`src/rtl/instr_loader.sv`:
```
// instr_loader: boot-time writer for instruction memory.
// Parses a byte stream (LEN_LO, LEN_HI, 4*N little-endian payload bytes),
// writes each assembled word to consecutive word addresses from 0 and holds
// the CPU core in reset until the image is complete.
// Optional build macro LOADER_CHECKSUM_EN: expects a trailing XOR checksum
// byte over the payload; a mismatch ends the load in the error state.
module instr_loader #(
  parameter int ADDRESS_REAL_WIDTH = 12,
  parameter int DATA_WIDTH         = 8
) (
  input  logic                          clk,
  input  logic                          rst,
  input  logic                          in_valid,
  input  logic [DATA_WIDTH-1:0]         in_data,
  output logic                          in_ready,
  output logic                          mem_we,
  output logic [ADDRESS_REAL_WIDTH-1:0] mem_addr,
  output logic [31:0]                   mem_wdata,
  output logic                          cpu_rst,
  output logic                          done,
  output logic                          err
);

  localparam int          WIDX_W = ADDRESS_REAL_WIDTH - 2;
  localparam int unsigned DEPTH  = 1 << WIDX_W;

  typedef enum logic [2:0] {
    S_LEN_LO,
    S_LEN_HI,
    S_DATA,
    S_DONE,
    S_ERR
`ifdef LOADER_CHECKSUM_EN
    , S_CSUM
`endif
  } state_t;

  // State entered once the payload (possibly empty) has been fully consumed.
`ifdef LOADER_CHECKSUM_EN
  localparam state_t S_AFTER = S_CSUM;
`else
  localparam state_t S_AFTER = S_DONE;
`endif

  state_t                  state;
  state_t                  nxt;
  logic [DATA_WIDTH-1:0]   len_lo;
  logic [15:0]             len_q;
  logic [WIDX_W-1:0]       word_idx;
  logic [1:0]              byte_cnt;
  logic [23:0]             wbuf;
  logic [15:0]             n_in;
  logic                    accept;
  logic                    last_word;
`ifdef LOADER_CHECKSUM_EN
  logic [7:0]              csum;
`endif

  assign accept    = in_valid && in_ready;
  assign n_in      = {in_data, len_lo};
  assign last_word = (16'(word_idx) == (len_q - 16'd1));

  // Next-state decision; only an accepted byte can move the FSM.
  always_comb begin
    nxt = state;
    if (accept) begin
      unique case (state)
        S_LEN_LO: nxt = S_LEN_HI;
        S_LEN_HI: begin
          if (32'(n_in) > DEPTH)  nxt = S_ERR;
          else if (n_in == '0)    nxt = S_AFTER;
          else                    nxt = S_DATA;
        end
        S_DATA: begin
          if (byte_cnt == 2'd3 && last_word) nxt = S_AFTER;
        end
`ifdef LOADER_CHECKSUM_EN
        S_CSUM:   nxt = (in_data == csum) ? S_DONE : S_ERR;
`endif
        default:  nxt = state;
      endcase
    end
  end

  // State, datapath and registered outputs; outputs follow the next state so
  // done/err/cpu_rst/in_ready change together with the final accepted byte.
  always_ff @(posedge clk) begin
    if (!rst) begin
      state     <= S_LEN_LO;
      in_ready  <= 1'b0;
      mem_we    <= 1'b0;
      mem_addr  <= '0;
      mem_wdata <= '0;
      cpu_rst   <= 1'b1;
      done      <= 1'b0;
      err       <= 1'b0;
      len_lo    <= '0;
      len_q     <= '0;
      word_idx  <= '0;
      byte_cnt  <= '0;
      wbuf      <= '0;
`ifdef LOADER_CHECKSUM_EN
      csum      <= '0;
`endif
    end else begin
      state    <= nxt;
      mem_we   <= 1'b0;
      in_ready <= !(nxt inside {S_DONE, S_ERR});
      if (nxt == S_DONE) begin
        done    <= 1'b1;
        cpu_rst <= 1'b0;
      end
      if (nxt == S_ERR) begin
        err <= 1'b1;
      end
      if (accept) begin
        unique case (state)
          S_LEN_LO: len_lo <= in_data;
          S_LEN_HI: len_q  <= n_in;
          S_DATA: begin
            unique case (byte_cnt)
              2'd0: wbuf[7:0]   <= in_data;
              2'd1: wbuf[15:8]  <= in_data;
              2'd2: wbuf[23:16] <= in_data;
              2'd3: begin
                mem_we    <= 1'b1;
                mem_addr  <= {word_idx, 2'b00};
                mem_wdata <= {in_data, wbuf};
                word_idx  <= word_idx + 1'b1;
              end
            endcase
            byte_cnt <= byte_cnt + 2'd1;
`ifdef LOADER_CHECKSUM_EN
            csum <= csum ^ in_data;
`endif
          end
          default: ;
        endcase
      end
    end
  end

endmodule
```
`config.mk`:
```
export PLATFORM = sky130hd
export DESIGN_NAME = instr_loader
export DESIGN_NICKNAME = d
export VERILOG_FILES = /design/src/rtl/instr_loader.sv
export SDC_FILE = /design/constraint.sdc
export NUM_CORES = 1
export LEC_CHECK = 0
export BUFFER_PORTS_ARGS = -buffer_cell sky130_fd_sc_hd__buf_2
export CORE_ASPECT_RATIO = 0.5
export CORE_MARGIN = 10
export CORE_UTILIZATION = 40
export CTS_CLUSTER_DIAMETER = 120
export DETAILED_ROUTE_END_ITERATION = 10
export PLACE_DENSITY = 0.7
export SYNTH_ARGS = -nofsm -noshare
export SYNTH_HDL_FRONTEND = slang
export SYNTH_SLANG_ARGS = --single-unit
```
`constraint.sdc`:
```
create_clock -name clk -period 2.35 [get_ports clk]
set_input_delay 0.1175 -clock clk [delete_from_list [all_inputs] [get_ports clk]]
set_output_delay 0.1175 -clock clk [all_outputs]
set_load 0.01 [all_outputs]
```
### After elaboration in Yosys (flattened, before gate mapping)

Cells that the tools add are included.

* output and inout port bits: 49
* word-level logic and storage cells: 48
* input bits: 11
* bits in registers: 110

* add/subtract/negate cells: 3
* order comparisons: 1
* multiplexer cells: 6
* reduce and logical (&&, ||, !) cells: 15
* equal/unequal tests: 8

Operator list (count)
* 10-bit by 16-bit equality test with 1-bit output: 1
* 16-bit by 11-bit greater-than comparator with 1-bit output (second input constant): 1
* 16-bit logical NOT: 1
* 16-bit by 1-bit subtractor with 16-bit output (second input constant): 1
* 3-bit AND reduction: 5
* 10-bit by 1-bit adder with 10-bit output (second input constant): 1
* 3-bit two-way mux: 3
* 3-bit one-hot mux with 3 select lines: 1
* 3-bit by 2-bit equality test with 1-bit output (second input constant): 2
* 2-bit AND reduction: 3
* 2-bit equality test (second input constant): 2
* 3-bit by 1-bit equality test with 1-bit output (second input constant): 1
* 3-bit equality test (second input constant): 1
* 3-bit logical NOT: 1
* 2-bit by 1-bit adder with 2-bit output (second input constant): 1
* 2-bit by 1-bit equality test with 1-bit output (second input constant): 1
* 1-bit logical AND: 2
* 2-bit logical NOT: 1
* 1-bit two-way mux: 2
* 2-bit nonzero test: 1
* 1-bit logical NOT: 1

### Depth between registers and ports, before layout

Gate-level depths: netlist (run 1).

* depth after elaboration: 9
* mapped depth: 10
* depth with buffers taken out: 8

### Least setup slack after synthesis (run 1)

Ideal clock, no wire load.

* path kind: reg2reg
* start: reg len_q[0]
* end: reg cpu_rst
* cell stages (with the launch flop): 11
* arrival: 2.231 ns
* slack: -0.010 ns
* path through: dfxtp_1 buf_6 inv_1 ha_1 clkbuf_1 nor3b_1 a32oi_1 a2bb2oi_1 a2111oi_4 a41o_1 a32oi_1

* longest elaborated chain between the ends: 7

Ends and longest elaborated chain
* start, declared: line 48 `logic [15:0] len_q;`
* start signal, assigned: line 119 `S_LEN_HI: len_q <= n_in;`
* 16-bit by 1-bit subtractor with 16-bit output: line 61 `assign last_word = (16'(word_idx) == (len_q - 16'd1));`
* 10-bit by 16-bit equality test with 1-bit output: line 61
* 1-bit logical AND: line 75 `if (byte_cnt == 2'd3 && last_word) nxt = S_AFTER;`
* 3-bit two-way mux: line 75
* 3-bit one-hot mux with 3 select lines: line 67 `unique case (state)`
* 3-bit two-way mux: line 66 `if (accept) begin`
* 3-bit by 2-bit equality test with 1-bit output: line 109 `if (nxt == S_DONE) begin`
* end signal, assigned: line 94 `cpu_rst <= 1'b1;`
* end signal, assigned: line 111 `cpu_rst <= 1'b0;`
* end, declared: line 19 `output logic cpu_rst,`

No other way between the ends.
A chain may end at the register's enable or synchronous reset.

### Worst setup path after layout (run 1)

* start: reg len_q[0]
* end: reg done

* longest elaborated chain between the ends: 7

Ends and longest elaborated chain
* 16-bit by 1-bit subtractor with 16-bit output: line 61
* 10-bit by 16-bit equality test with 1-bit output: line 61
* 1-bit logical AND: line 75
* 3-bit two-way mux: line 75
* 3-bit one-hot mux with 3 select lines: line 67
* 3-bit two-way mux: line 66
* 3-bit by 2-bit equality test with 1-bit output: line 109
* end signal, assigned: line 95 `done <= 1'b0;`
* end signal, assigned: line 110 `done <= 1'b1;`
* end, declared: line 20 `output logic done,`

No other way between the ends.

==> results.ini, run 1 <==
[finish]
drive_gt1_share_pct = 16.9
fin_nets = 638
final_cell_mix = 137 x nand2_1, 108 x dfxtp_1, 86 x a21oi_1, 57 x buf_2, 45 x nand3_1
antenna_cells = 0
post-route-util_pct = 48.5
fin_cells = 771
mostFrequentLayoutCell = nand2_1
syn_to_final_growth_pct = 17.0
fillers = 1095

[power_and_ir_drop]
power_density_nw_per_um2 = 665
ir_worst_vdd_mv = 0.449
leakage_nw = 2.06

[timing]
final_max_slew_viol_count = 0
max_slew_margin_pct = 62.1
clock_skew_ps = 6.19
worst_pin_slew_ps = 569
setup_viol = 0
fin_crit_sh_pct = 93.5
whs_ps = 115
fmax_ghz = 0.455
fin_crit_ps = 2200
finalHoldViolCount = 0

[yosys]
async_flop_share_pct = 0
ys.flop_type = dfxtp_1
synth_cell_types = 53
ys_seq_area_share_pct = 47.7
syn_area_um2 = 4620
synth_edf_count = 0
ys_warn_count = 0
netlist_instances = 572
synth.avg_cell_area_um2 = 8.07
ys_seq_elements = 110

[detailed_routing]
vias_per_cell = 5.16
drtIter0Drc = 252
vias = 3977
drc = 0
dr.pass1.iters = 4
postRouteAntennaNets = 0
drt_wl_total_mm = 11.4
post_drt_wl_per_cell_um = 14.8

[placement]
hpwl_mm = 7.86
place_congestion = 0.815
dp.cells = 753
port-buffer-count = 57

[cts]
cts_buffers = 9
clockRootBuffer = clkbuf_16
clk_latency_ps = 340
cts_tree = done
path_clk_slew_ps = 70
clock_path_buffers = 2
htree_levels = 3
cts_sinks = 110

[setup_path]
cpLargestDelayFamily = simple AND/OR/NAND/NOR gates
worst_ep_arrival_time_ps = 2490
end_kind = flop
crit_slowest_cell = dfxtp_2
crit_chain = inv_1 -> ha_2 -> nor3b_4 -> buf_4 -> nand4_1 -> xnor2_1 -> nor4_1 -> a41o_1 -> a32o_2
cp.required_ps = 2640
crit_fanout = 7
crit_buf_inv = 2
crit_path_start_kind = flop
critPathKind = reg2reg
slowest_delay_ps = 340

[die]
dieArea_um2 = 16500
die_h_um = 96.0
die_width_um = 172
start_util_pct = 41.4
core-area_um2 = 11100
rows = 27
io_pins = 60

[worst_hold_path]
hp-class = in2reg

[flow_run]
maxCapViolations = 0

[outcome]
status = completed

[global_route]
grt_pass1_vias = 3760
antenna_found_initial = 0
grt_pass1_wl_mm = 18.7
grt_max_degree = 57
grt_util_all_layers_pct = 14.0
overflow = 0

## what timing repair did
item | in CTS | in global routing
hold buffers | 1 | 0
gates resized for setup | 0 | 4
endpoints found under the hold margin | 1 | 0
buffers inserted | 0 | 1
endpoints found under the setup margin | 0 | 4
## registers in the layout (all words and copies together) (netlist names), 2 cells and up
signal	flops
word_idx	10
len_q	16
mem_wdata	32
state	3
byte_cnt	2
len_lo	8
mem_addr	10
wbuf	24
## tightest hold or removal path, stage by stage
cell and delay [ps]:
buf_2 170, nand2_1 70, a21oi_1 50
## final timing paths
path                       startpoint  depth (start not counted)                         end  slack, ps
min reg2reg  mem_addr[5]$_SDFFE_PN0P_                          2    mem_addr[5]$_SDFFE_PN0P_        450
min                        in_data[4]                          3  mem_wdata[28]$_SDFFE_PN0P_        120
max reg2reg     len_q[0]$_SDFFE_PN0P_                          9           done$_SDFFE_PN0N_        150
max             len_q[0]$_SDFFE_PN0P_                          9           done$_SDFFE_PN0N_        150
## cell usage after synthesis, types with 2 or more instances
library cell	count	area share (%)
ha_1	6	1.6
nor4_1	9	1.2
nor3b_1	3	0.49
nand3_1	45	4.9
o21a_1	2	0.33
clkbuf_1	31	2.5
and3b_1	2	0.38
a41oi_1	2	0.38
buf_2	2	0.22
mux2i_1	9	2.0
a21oi_1	86	9.3
xnor2_1	12	2.3
and3_1	5	0.68
nor2_1	28	2.3
nand2_1	137	11
inv_1	10	0.81
nor2b_1	4	0.54
buf_1	5	0.41
nand4_1	6	0.81
a2bb2oi_1	2	0.38
or2_2	2	0.27
buf_4	2	0.33
a31oi_1	2	0.27
nor3_1	5	0.54
a32oi_1	2	0.38
o21ai_0	6	0.65
xor2_1	10	1.9
a41o_1	2	0.43
or3_1	2	0.27
dfxtp_1	110	48
## metrics by stage
stage	TNS [ps]	power (mW)	worst slack, ps	instance area (um2)
floorplan	0	2.05	82.2	4630
global placement	0	2.11	94.7	5080
detailed placement	0	2.11	33.0	5080
CTS	0	3.62	19.7	5390
global route	-1.28	3.72	-1.28	5410
finish	0	3.60	152	5410
## per-layer routing
layer  GRT usage, %  vias up  share of wire (%)
li1               -     2040                  -
met1           17.0     1839                 46
met2           23.6       74                 47
met3           3.39       24                4.3
met4           5.70        0                2.3
met5              0        -                  0
## final cells by class
cell class	count	area, um2	share of cell area (%)
clock inverter	5	56.3	1.04
tap	145	181	3.36
inverter	11	41.3	0.764
clock buffer	11	243	4.49
multi-input combinational	411	2220	41.1
timing repair buffer	78	458	8.47
sequential	110	2200	40.8
## cell families after synthesis
| kind of cell | Yosys count | share of synthesized area [%] |
|---|---|---|
| xor+xnor | 22 | 4.17 |
| buf+inv | 52 | 4.61 |
| simple gates | 255 | 24.8 |
| compound gates | 117 | 15.0 |
| other cells | 1 | 0.0812 |
| fa+ha+maj | 6 | 1.63 |
| mux | 9 | 1.95 |
| flops | 110 | 47.7 |
## power by group
group          leakage [nW]  switching, mW  internal (mW)
sequential            0.888         0.0147           1.88
combinational          1.03          0.119         0.0607
clock                 0.146          0.666          0.856
(Power assumes the default switching activity.)
==> inputs of run 2 (changes only) <==
--- a/config.mk
+++ b/config.mk
@@ -7,11 +7,11 @@
 export LEC_CHECK = 0
 export BUFFER_PORTS_ARGS = -buffer_cell sky130_fd_sc_hd__buf_2
 export CORE_ASPECT_RATIO = 0.5
-export CORE_MARGIN = 10
-export CORE_UTILIZATION = 40
+export CORE_MARGIN = 8
+export CORE_UTILIZATION = 41
 export CTS_CLUSTER_DIAMETER = 120
 export DETAILED_ROUTE_END_ITERATION = 10
-export PLACE_DENSITY = 0.7
+export PLACE_DENSITY = 0.71
 export SYNTH_ARGS = -nofsm -noshare
 export SYNTH_HDL_FRONTEND = slang
 export SYNTH_SLANG_ARGS = --single-unit
==> run 2 against run 1 <==
  * Critical path depth fell by 3
  * Global-route usage rose by 0.65 points
  * Critical path type unchanged
  * Largest power group unchanged
  * Critical endpoint is now cpu_rst$_SDFFE_PN1N_
  * Count of clock-buffer cells in the layout rose by 1
  * Non-clock buffer count fell by 1
==> results.ini, run 2 (synthesis gave the netlist of run 1 again) <==
[finish]
drive_gt1_share_pct = 16.4  ; was 16.9%
fin_cells = 768  ; was 771
fin_nets = 637  ; was 638
antenna_cells = 0  ; unchanged
syn_to_final_growth_pct = 17.0  ; about the same
reg_top3 = mem_wdata (32), wbuf (24), len_q (16)  ; unchanged
top_register = mem_wdata  ; unchanged
final_cell_mix = 137 x nand2_1, 110 x dfxtp_1, 86 x a21oi_1, 57 x buf_2, 45 x nand3_1  ; was 137 x nand2_1, 108 x dfxtp_1, 86 x a21oi_1, 57 x buf_2, 45 x nand3_1
mostFrequentLayoutCell = nand2_1  ; unchanged
largest_register_ffs = 32  ; unchanged
design_area_um2 = 5400  ; was 5410 um2

[timing]
max_slew_margin_pct = 62.6  ; was 62.1%
fin_ws_ps = 103  ; was 152 ps
worst_pin_slew_ps = 560  ; was 569 ps
fmax_ghz = 0.445  ; was 0.455 GHz
rsz0062_at_grt = no
clock_skew_ps = 9.04  ; was 6.19 ps
fin_crit_ps = 2250  ; was 2200 ps
setup_viol = 0  ; unchanged
finalHoldViolCount = 0  ; unchanged
fin_crit_sh_pct = 95.6  ; was 93.5%
final_max_slew_viol_count = 0  ; unchanged
setup_tns_ps = 0  ; unchanged

[die]
die_h_um = 91.0  ; was 96.0 um
start_util_pct = 42.1  ; was 41.4%
core-area_um2 = 11000  ; was 11100 um2
die_width_um = 166  ; was 172 um
dieArea_um2 = 15100  ; was 16500 um2
rows = 27  ; unchanged
io_pins = 60  ; unchanged

[placement]
pre_cts_ws_ps = 71.5  ; was 33.0 ps
dp.cells = 752  ; was 753
port-buffer-count = 57  ; unchanged
place_area_um2 = 5070  ; was 5080 um2
place_congestion = 0.820  ; was 0.815
hpwl_mm = 7.69  ; was 7.86 mm

[detailed_routing]
met3_length_um = 427  ; was 487 um
top_layer = met4  ; unchanged
vias_per_cell = 5.26  ; was 5.16
dr.pass1.iters = 5  ; was 4
vias = 4042  ; was 3977
postRouteAntennaNets = 0  ; unchanged
drt_wl_total_mm = 11.2  ; was 11.4 mm
routed-wl-met2_mm = 5.33  ; was 5.34 mm
post_drt_wl_per_cell_um = 14.6  ; was 14.8 um
drtIter0Drc = 233  ; was 252
wl_met1_mm = 5.21  ; was 5.29 mm
drc = 0  ; unchanged

[setup_path]
r2r-start = len_q[0]$_SDFFE_PN0P_  ; unchanged
slowest_delay_ps = 530  ; was 340 ps
crit_buf_inv = 0  ; was 2
crit_fanout = 4  ; was 7
critPathKind = reg2reg  ; unchanged
cp.required_ps = 2580  ; was 2640 ps
cp-startpoint = len_q[0]$_SDFFE_PN0P_  ; unchanged
crit_path_start_kind = flop  ; unchanged
crit_chain = or4_4 -> or4_1 -> and4_4 -> a2111oi_4 -> a41o_1 -> a32oi_1  ; was inv_1 -> ha_2 -> nor3b_4 -> buf_4 -> nand4_1 -> xnor2_1 -> nor4_1 -> a41o_1 -> a32o_2
crit_slowest_cell = or4_4  ; was dfxtp_2
ff2ff_setup_slack_ps = 100  ; was 150 ps
cpLargestDelayFamily = simple AND/OR/NAND/NOR gates  ; unchanged
end_kind = flop  ; unchanged
worst_ep_arrival_time_ps = 2470  ; was 2490 ps

[global_route]
overflow = 0  ; unchanged
grt_util_all_layers_pct = 14.6  ; was 14.0%
antenna_found_initial = 0  ; unchanged
grt_pass1_vias = 3747  ; was 3760
grt_pass1_wl_mm = 18.6  ; was 18.7 mm
grt_max_degree = 49  ; was 57

[cts]
clock_path_buffers = 2  ; unchanged
htree_levels = 3  ; unchanged
cts_tree = done  ; unchanged
cts_sinks = 110  ; unchanged
clk_latency_ps = 350  ; was 340 ps
cts_buffers = 9  ; unchanged
clockRootBuffer = clkbuf_16  ; unchanged
path_clk_slew_ps = 70  ; about the same

[outcome]
status = completed  ; unchanged

[worst_hold_path]
hp-class = in2reg  ; unchanged
hp-start = in_data[1]  ; was in_data[4]

[flow_run]
maxCapViolations = 0  ; unchanged

[power_and_ir_drop]
leakage_nw = 2.06  ; about the same
power_density_nw_per_um2 = 670  ; was 665 nW/um2
ir_worst_vdd_mv = 0.359  ; was 0.449 mV

==> run 2: worst paths after layout <==
check / endpoint / cells past startpoint
worst max-delay path: cpu_rst$_SDFFE_PN1N_ / 6
worst min-delay path: mem_wdata[25]$_SDFFE_PN0P_ / 3
worst max register to register: cpu_rst$_SDFFE_PN1N_ / 6
worst min register to register: mem_addr[5]$_SDFFE_PN0P_ / 2
==> run 2: layout make-up <==
cell class	instances	area (um2)
Timing Repair Buffer	77	450
Clock buffer	12	267
Multi-Input combinational cell	411	2220
Fill cell	1048	5580
Sequential cell	110	2200
Inverter	11	41.3
Clock inverter	2	38.8
Tap cell	145	181
==> run 2: worst register-to-register path: stages (launching register included) <==
cell,delay (ps)
dfxtp_1,330
or4_4,530
or4_1,410
and4_4,210
a2111oi_4,260
a41o_1,280
a32oi_1,120
==> run 2: routing by layer <==
layer | global-route usage (%) | vias to the layer above
met3 | 3.80 | 23
met5 | 0 | -
met4 | 5.48 | 0
met1 | 17.8 | 1913
li1 | - | 2037
met2 | 24.6 | 69
==> run 2: repair_timing <==
item,4_1_cts,5_1_grt
setup buffers,0,1
hold endpoints to repair,1,0
endpoints found under the setup margin,0,4
hold buffers,1,0
gates resized for setup,0,2
==> run 2: report_power, final <==
part | switching [mW] | total, mW | internal [mW]
logic | 0.116 | 0.177 | 0.0613
registers | 0.0144 | 1.89 | 1.88
clock network | 0.643 | 1.55 | 0.906
total | 0.774 | 3.62 | 2.85
==> run 2: stage by stage <==
stage / util (%) / power [mW] / hold WS, ps
floorplan: - / 2.05 / 202
global placement: 46.2 / 2.11 / 352
detailed placement: 46.2 / 2.11 / 365
CTS: 49.0 / 3.65 / 104
global route: 49.2 / 3.74 / 116
finish: 49.2 / 3.62 / 114
